[src/rtl/secam_pkg.sv]
// Shared types and constants for the SECAM chroma line sequencer.
// Latency: n/a (types only).
// Backpressure: n/a.
package secam_pkg;

    localparam int SecamFilterLatencyDefault = 4;
    localparam int SecamSampleWidth          = 9;

    typedef enum logic [2:0] {
        S_IDLE   = 3'd0,
        S_FLUSH  = 3'd1,
        S_ARMED  = 3'd2,
        S_ACTIVE = 3'd3,
        S_DRAIN  = 3'd4
    } seq_state_e;

endpackage

[src/rtl/valid_delay_line.sv]
// Single-bit shift register carrying the feed flag to the output enable.
// Latency: Depth cycles from d to q.
// Backpressure: none; synchronous clr empties every stage in one cycle.
module valid_delay_line #(
    parameter int Depth = 4
) (
    input  logic clk,
    input  logic rst_n,
    input  logic clr,
    input  logic d,
    output logic q
);

    logic [Depth-1:0] r_shift;

    // Shift the flag one stage per cycle; clear drops everything in flight.
    always_ff @(posedge clk or negedge rst_n) begin
        if (!rst_n) begin
            r_shift <= '0;
        end else if (clr) begin
            r_shift <= '0;
        end else begin
            r_shift[0] <= d;
            for (int i = 1; i < Depth; i++) begin
                r_shift[i] <= r_shift[i-1];
            end
        end
    end

    assign q = r_shift[Depth-1];

endmodule

[src/rtl/secam_chroma_sequencer.sv]
// Per-line Db/Dr sequencer: flushes the chroma filter with zeros, feeds active samples, gates its output.
// Latency: sample -> filt_in 1 cycle; sample -> chroma_out/chroma_en 1+FilterLatency cycles.
// Backpressure: none; line_start preempts any state and discards the old line's tail.
module secam_chroma_sequencer
    import secam_pkg::*;
#(
    parameter int FilterLatency = SecamFilterLatencyDefault,
    parameter int FlushCycles   = 16
) (
    input  logic                               clk,
    input  logic                               rst_n,
    input  logic                               line_start,
    input  logic                               field_start,
    input  logic                               active_video,
    input  logic signed [SecamSampleWidth-1:0] db,
    input  logic signed [SecamSampleWidth-1:0] dr,
    output logic signed [SecamSampleWidth-1:0] filt_in,
    input  logic signed [SecamSampleWidth-1:0] filt_out,
    output logic signed [SecamSampleWidth-1:0] chroma_out,
    output logic                               chroma_en,
    output logic                               is_dr,
    output logic                               osc_phase_reset,
    output logic                               busy
);

    localparam int CntMax = (FlushCycles > FilterLatency) ? FlushCycles : FilterLatency;
    localparam int CntW   = $clog2(CntMax) + 1;
    localparam logic [CntW-1:0] FlushLoad = CntW'(FlushCycles - 1);
    localparam logic [CntW-1:0] DrainLoad = CntW'(FilterLatency - 1);

    seq_state_e                         r_state;
    logic [CntW-1:0]                    r_cnt;
    logic                               r_next_dr;
    logic                               r_is_dr;
    logic                               r_osc;
    logic                               r_fed;
    logic signed [SecamSampleWidth-1:0] r_filt_in;

    logic                               w_feed;
    logic                               w_line_dr;
    logic signed [SecamSampleWidth-1:0] w_sel;

    // Samples are only taken once the filter has been flushed and the line is armed or running.
    assign w_feed    = active_video && ((r_state == S_ARMED) || (r_state == S_ACTIVE));
    assign w_sel     = r_is_dr ? dr : db;
    // A field start forces the new line to Db regardless of the alternation history.
    assign w_line_dr = field_start ? 1'b0 : r_next_dr;

    // Line FSM: line_start wins from any state, then per-state counter walk.
    always_ff @(posedge clk or negedge rst_n) begin
        if (!rst_n) begin
            r_state   <= S_IDLE;
            r_cnt     <= '0;
            r_next_dr <= 1'b0;
            r_is_dr   <= 1'b0;
            r_osc     <= 1'b0;
        end else begin
            r_osc <= 1'b0;
            if (line_start) begin
                r_state   <= S_FLUSH;
                r_cnt     <= FlushLoad;
                r_is_dr   <= w_line_dr;
                r_next_dr <= ~w_line_dr;
                r_osc     <= 1'b1;
            end else begin
                if (field_start) begin
                    r_next_dr <= 1'b0;
                end
                case (r_state)
                    S_IDLE: begin
                    end
                    S_FLUSH: begin
                        if (r_cnt == '0) begin
                            r_state <= S_ARMED;
                        end else begin
                            r_cnt <= r_cnt - 1'b1;
                        end
                    end
                    S_ARMED: begin
                        if (active_video) begin
                            r_state <= S_ACTIVE;
                        end
                    end
                    S_ACTIVE: begin
                        if (!active_video) begin
                            r_state <= S_DRAIN;
                            r_cnt   <= DrainLoad;
                        end
                    end
                    S_DRAIN: begin
                        if (r_cnt == '0) begin
                            r_state <= S_IDLE;
                        end else begin
                            r_cnt <= r_cnt - 1'b1;
                        end
                    end
                    default: begin
                        r_state <= S_IDLE;
                    end
                endcase
            end
        end
    end

    // Filter input register; r_fed marks a real sample and is suppressed on abort so its result is never enabled.
    always_ff @(posedge clk or negedge rst_n) begin
        if (!rst_n) begin
            r_filt_in <= '0;
            r_fed     <= 1'b0;
        end else begin
            r_filt_in <= w_feed ? w_sel : '0;
            r_fed     <= w_feed && !line_start;
        end
    end

    // r_fed already carries one cycle, so a FilterLatency-deep line lines the enable up with filt_out.
    valid_delay_line #(
        .Depth (FilterLatency)
    ) u_en_dly (
        .clk   (clk),
        .rst_n (rst_n),
        .clr   (line_start),
        .d     (r_fed),
        .q     (chroma_en)
    );

    assign filt_in         = r_filt_in;
    assign is_dr           = r_is_dr;
    assign osc_phase_reset = r_osc;
    assign busy            = (r_state != S_IDLE);
    assign chroma_out      = chroma_en ? filt_out : '0;

endmodule

[config.mk]
export PLATFORM = sky130hd
export DESIGN_NAME = secam_chroma_sequencer
export DESIGN_NICKNAME = d
export VERILOG_FILES = /design/src/rtl/secam_pkg.sv /design/src/rtl/valid_delay_line.sv /design/src/rtl/secam_chroma_sequencer.sv
export SDC_FILE = /design/constraint.sdc
export NUM_CORES = 1
export LEC_CHECK = 0
export BUFFER_PORTS_ARGS = -buffer_cell sky130_fd_sc_hd__buf_2
export CORE_ASPECT_RATIO = 0.9
export CORE_MARGIN = 2
export CORE_UTILIZATION = 45
export DETAILED_ROUTE_END_ITERATION = 6
export GPL_ROUTABILITY_DRIVEN = 0
export PLACE_DENSITY_LB_ADDON = 0.25
export SETUP_SLACK_MARGIN = 0.3
export SYNTH_ARGS = -nofsm -noshare
export SYNTH_HDL_FRONTEND = slang
export SYNTH_SLANG_ARGS = --single-unit
[constraint.sdc]
create_clock -name clk -period 1.7 [get_ports clk]
set_input_delay 0.085 -clock clk [delete_from_list [all_inputs] [get_ports clk]]
set_output_delay 0.085 -clock clk [all_outputs]
set_load 0.03 [all_outputs]
==> summary.txt, run 1 <==
Timing
  • RSZ-0062 raised after global routing: true
  • Hold Vio Cnt, Final: 1
  • Max Slew Vio Count: 0
  • Tcrit/Tclk final: 0.880
  • Setup-failing EPs final: 0
  • Slew @ Worst Pin: 0.532 ns
  • Max-slew headroom: 0.646
  • Total negative slack: 0 ns
  • Final WS setup: roughly 0.2 ns
  • Hold WS: -0.00175 ns
  • Peak Freq: 669 MHz
  • Min cycle time layout: roughly 1.5 ns
  • Worst Skew: 0.00160 ns

Placed design
  • DP Worst Slack: roughly 0.12 ns
  • Port bufs: 53
  • DPL Wire Length: 1.77 mm
  • DP Area: 1460 sq um

Clock network
  • Root buffer cell: clkbuf_4
  • Clock Sinks: 25
  • TritonCTS clock tree: yes
  • TritonCTS Buffers: 3
  • Htree depth: 1
  • Clk slew on worst S/H paths: 0.12 ns
  • Worst-Skew Late Latency: around 0.32 ns
  • CTS Buffer Depth: 2

Power and ir drop
  • Clock share of power: 0.254
  • Sequential fraction of design power: 0.615
  • Design Power: 1.02 mW
  • Cell internal pwr: 0.775 mW
  • Combinational fraction of design power: 0.131
  • Switching share of power: 0.244
  • NetSw: 0.250 mW
  • Power Density: 625 nW/um^2
  • Leak pwr: 0.852 nW
  • Maximum vdd ir drop: 0.000553 V

Worst setup path
  • CP arrival: 1.71 ns
  • Setup crit end kind: flip-flop
  • Peak fanout along the critical path: 3
  • Req. time, crit path: 1.92 ns
  • CP Launch Type: flip-flop
  • CP top delay family: simple AND/OR/NAND/NOR gates
  • CP max stage delay: 0.54 ns
  • Critical path class: flip-flop to flip-flop
  • Reg-to-reg slack, setup: slightly above 0.2 ns
  • Critical path, cell by cell: or4_4 > o211a_1 > a211o_1
  • Worst path bufs/invs: 0
  • Worst path slowest cell: or4_4

Finish
  • Fin area: 1640 sq um
  • Area Overhead vs Synth: 42.1%
  • Fraction of layout cells with a size suffix above 1: 0.441
  • Diode count: 0
  • Nets@finish: between 200 and 250

Routing
  • 1st-iter DRT viols: 55
  • Via density: approximately 5.3
  • Routed vias: ~1,100
  • Residual DRC: 0
  • Drt wl/cell: 13.4 um
  • Total Routed Length: 2.66 mm
  • DRT Pass-1 Iters: 4
  • DRT antenna net count: 0

Yosys
  • Largest area contributor in the netlist: dfrtp_1
  • Mapped Cells: 105
  • Most frequent cell after synthesis: dfrtp_1
  • Synth top cells by count: 25 x dfrtp_1, 15 x nor2_1, 9 x and2_1, 9 x mux2i_1, 5 x nor2b_1
  • Post-synth EDFFs: 0
  • Top cells by area, synth: dfrtp_1 54%, mux2i_1 7.8%, and2_1 4.9%, nor2_1 4.9%, nor2b_1 2.7%
  • Mean Syn Cell Area: about 11 sq um
  • Async SR Flop Fraction: 1.00
  • Share of the synthesized area in the top cell type: 0.542
  • Predominant post-synthesis flop cell: dfrtp_1
  • Synth warn: 0
  • Post-synthesis sequential area ratio: 0.542
  • Post-synthesis cell area: 1150 sq um
  • Syn_nets: 138
  • Synth unique cells: 31
  • #FFs+latches synth: 25

Floorplanning
  • Die W: 57.4 um
  • Die height: 52.0 um
  • Num ports: 54
  • Starting density of the core: 0.472
  • # rows: 17
  • Die Footprint: about 3000 sq um
  • Area of the core: 2450 sq um

Outcome
  • Failing checks: negative hold slack
  • Outcome: complete, but fails checks

GRT
  • Grt ovf: 0
  • Initial antenna violation count: 0
  • Largest net degree at the start of global routing: 26
  • Global-route wire length before repair: 4.02 mm
  • Vias in the first global route: 947
  • GRT Overall Usage: 0.181

Worst hold path
  • HP Class: primary input to flip-flop

Job
  • Maxcap violations: 0
## tightest hold or removal path, cell delays in order
cell and delay, ns:
buf_2 0.07, mux2i_1 0.05, nor2_1 0.08
## repair_timing
item | in CTS | in global routing
gates cloned | 0 | 0
gates resized for setup | 6 | 5
endpoints found under the hold margin | 28 | 1
hold buffers | 6 | 1
pin swaps | 0 | 2
setup buffers | 2 | 1
endpoints found under the setup margin | 9 | 8
## layer usage
layer,wire length (um),share of wire,GRT usage,vias up
met1,1010,0.38,0.189,498
met4,50,0.019,0.0814,0
li1,-,-,-,502
met5,0,0,0,-
met3,208,0.078,0.0547,6
met2,1390,0.52,0.333,51
## power groups by stage
| stage | Clock (mW) | Combinational (mW) | Sequential, mW |
|---|---|---|---|
| floorplan | 0 | 0.0607 | 0.635 |
| global placement | 0 | 0.111 | 0.639 |
| detailed placement | 0 | 0.115 | 0.640 |
| CTS | 0.273 | 0.133 | 0.630 |
| global route | 0.295 | 0.149 | 0.634 |
| finish | 0.260 | 0.134 | 0.630 |
## final cells by class
type	instances	area (sq um)
clock buffers	4	26.3
inverters	3	11.3
flip-flops and latches	25	629
multi-input cells	73	561
well taps	28	35.0
fillers	188	807
repair buffers	65	377
## flip-flops by register name, summed over array words and instances, names as in the netlist
| register | count |
|---|---|
| osc_phase_reset | 1 |
| u_en_dly.r_shift | 4 |
| r_fed | 1 |
| r_cnt | 5 |
| r_state | 3 |
| is_dr | 1 |
| r_next_dr | 1 |
| filt_in | 9 |
## cells in the final DEF, fill, tap and decap left out, types with 2 or more instances in the layout
cell type / synthesis / routed
nand2b_1: 2 / 2
and2_1: 9 / 9
clkbuf_4: 0 / 3
nor3_1: 4 / 3
a22oi_2: 0 / 2
nand2_1: 2 / 2
nand3_1: 2 / 2
o311a_1: 2 / 2
dlygate4sd3_1: 0 / 7
a31oi_1: 3 / 3
dfrtp_2: 0 / 3
dfrtp_1: 25 / 22
buf_2: 1 / 53
buf_4: 1 / 4
o211a_1: 2 / 2
nor2_1: 15 / 15
nor2b_1: 5 / 5
inv_1: 3 / 2
mux2i_1: 9 / 9
## path summary, 6_finish.rpt
path	startpoint	end	depth (start not counted)
min reg2reg	u_en_dly.r_shift[2]	u_en_dly.r_shift[3]	1
max	r_cnt[0]	r_cnt[3]	3
max reg2reg	r_cnt[0]	r_cnt[3]	3
min	db[0]	filt_in[0]	3
max in group asynchronous	rst_n	r_state[2]	2
min in group asynchronous	rst_n	filt_in[1]	2
## kinds of logic (layout without fill, tap and decap cells)
| family | count (synthesis) | after routing | synth area share |
|---|---|---|---|
| multiplexers | 9 | 9 | 0.0781 |
| AND/OR/NAND/NOR | 46 | 46 | 0.227 |
| flip-flops | 25 | 25 | 0.542 |
| buffers and inverters | 7 | 72 | 0.0271 |
| XOR/XNOR | 2 | 2 | 0.0152 |
| AO/OA/AOI/OAI | 15 | 15 | 0.0998 |
| adder cells (fa/ha/maj) | 1 | 1 | 0.0108 |
## metrics by stage
stage	utilization	hold slack (ns)	std cells
floorplan	-	-0.211	105
CTS	0.657	0.00132	196
finish	0.670	-0.00175	198
global route	0.670	0.00142	198
detailed placement	0.597	0.0970	184
global placement	0.597	0.0897	184
(Power assumes the default switching activity.)
==> run 2, diff against run 1 <==
GPL_TIMING_DRIVEN = 0   (was default)
==> run 2 against run 1 <==
Against the previous run: the run now ends clean; worst setup slack got worse by 0.013 ns; power fell by 0.55%; critical path depth did not move; count of clock-buffer cells in the layout did not move; clock power fell by 2%; global-route usage fell by 0.63 points; register-to-register slack barely moved; sequential power fell by 2%; final cell count rose by 1.5%; largest power group unchanged.
==> summary.txt, run 2 (synthesized netlist as in run 1, its figures left out) <==
Floorplanning
  • Die Footprint: 2990 sq um
  • # rows: 17
  • Starting density of the core: 0.472
  • Die W: 57.4 um
  • Die height: 52.0 um
  • Area of the core: about 2400 sq um
  • Num ports: 54

Routing
  • Total Routed Length: ~2.6 mm
  • Drt wl/cell: approximately 13 um
  • Via density: a little over 5
  • 1st-iter DRT viols: 26
  • DRT antenna net count: 0
  • Residual DRC: 0
  • Routed vias: about 1,000
  • DRT Pass-1 Iters: 4

Timing
  • Hold Vio Cnt, Final: 0
  • Total negative slack: 0 ns
  • Max Slew Vio Count: 0
  • Peak Freq: 663 MHz
  • Hold WS: 0.0000616 ns
  • Slew @ Worst Pin: 0.551 ns
  • Setup-failing EPs final: 0
  • Max-slew headroom: 0.633
  • Tcrit/Tclk final: 0.887
  • Min cycle time layout: 1.51 ns
  • RSZ-0062 raised after global routing: true
  • Worst Skew: 0.00687 ns

Power and ir drop
  • Cell internal pwr: 0.772 mW
  • Power Density: 619 nW/um^2
  • Sequential fraction of design power: 0.607
  • Design Power: 1.02 mW
  • Maximum vdd ir drop: 0.000852 V
  • NetSw: 0.247 mW
  • Combinational fraction of design power: 0.142
  • Clock share of power: 0.251
  • Switching share of power: 0.242
  • Leak pwr: 0.873 nW

Worst setup path
  • Req. time, crit path: 1.92 ns
  • Setup crit end kind: flip-flop
  • CP arrival: approximately 1.7 ns
  • CP Launch Type: flip-flop
  • Critical path class: flip-flop to flip-flop
  • Peak fanout along the critical path: 3

GRT
  • Global-route wire length before repair: 3.96 mm
  • Initial antenna violation count: 0
  • Grt ovf: 0
  • GRT Overall Usage: 0.175
  • Largest net degree at the start of global routing: 26
  • Vias in the first global route: roughly 930

Finish
  • Fraction of layout cells with a size suffix above 1: 0.468
  • Max FFs per register: 9
  • Register Area: 627 sq um
  • Diode count: 0
  • Fin cells: 201
  • Nets@finish: just over 200
  • Area Overhead vs Synth: 42.7%
  • Fillers: 196
  • Commonest non-fill, non-tap cell in the layout: buf_2
  • Most frequent cells in the layout: 52 x buf_2, 24 x dfrtp_1, 15 x nor2_1
  • Final Core Density: 0.673
  • Multi-input logic area: 548 sq um

Clock network
  • Clock Sinks: 25
  • TritonCTS Buffers: 3
  • Htree depth: 1
  • Worst-Skew Late Latency: 0.31 ns
  • TritonCTS clock tree: yes
  • CTS Buffer Depth: 2
  • Root buffer cell: clkbuf_4
  • Clk slew on worst S/H paths: ~0.13 ns

Placed design
  • Cells after DPL: 186
  • DPL Wire Length: between 1.5 and 2 mm
  • Port bufs: 53

Job
  • Maxcap violations: 0

Outcome
  • Outcome: completed

Worst hold path
  • HP Class: primary input to flip-flop
-- run 2: through the flow --
step / worst slack [ns] / area [sq um]
6_report: 0.192 / 1650
5_1_grt: 0.156 / 1650
4_1_cts: 0.198 / 1580
3_5_place_dp: 0.124 / 1470
3_3_place_gp: 0.126 / 1470
2_1_floorplan: 0.270 / 1160
-- run 2: area by class of cell --
| class | instances | area share |
|---|---|---|
| buffer | 4 | 0.0228 |
| multi-input combinational | 73 | 0.333 |
| tap | 28 | 0.0213 |
| sequential | 25 | 0.381 |
| clock buffer | 4 | 0.0160 |
| timing repair buffer | 64 | 0.220 |
| inverter | 3 | 0.00684 |
-- run 2: routing by layer --
layer  track usage  vias up  part of all wire
li1              -      509                 -
met1         0.204      473              0.41
met2         0.320       38              0.52
met3        0.0572        2             0.067
met4        0.0233        0            0.0053
met5             0        -                 0
-- run 2: timing repair --
action,4_1_cts,5_1_grt
pin swaps,1,7
buffers inserted,3,5
hold buffers,2,1
endpoints found under the setup margin,17,16
gates resized for setup,11,8
hold endpoints to repair,26,1
-- run 2: path summary, 6_finish.rpt --
path / startpoint / endpoint / slack (ns) / cells after the start
worst min register to register: u_en_dly.r_shift[1] / u_en_dly.r_shift[2] / 0.47 / 1
worst max-delay path: r_cnt[0] / r_cnt[3] / 0.19 / 3
worst max register to register: r_cnt[0] / r_cnt[3] / 0.19 / 3
max in group asynchronous: rst_n / r_state[2] / 1.02 / 2
worst min-delay path: db[3] / filt_in[3] / 0.00006 / 3
min in group asynchronous: rst_n / is_dr / 0.28 / 2
-- run 2: power by group through the flow --
stage          sequential [mW]  combinational (mW)  clock (mW)
6_report                 0.619               0.144       0.256
5_1_grt                  0.621               0.159       0.288
4_1_cts                  0.618               0.142       0.261
3_5_place_dp             0.629               0.130           0
3_3_place_gp             0.628               0.126           0
2_1_floorplan            0.635              0.0607           0
-- run 2: critical path: stages, from the launching register on --
cell and delay, ns:
dfrtp_1 0.43, or4_4 0.55, o211a_1 0.21, a211o_1 0.22
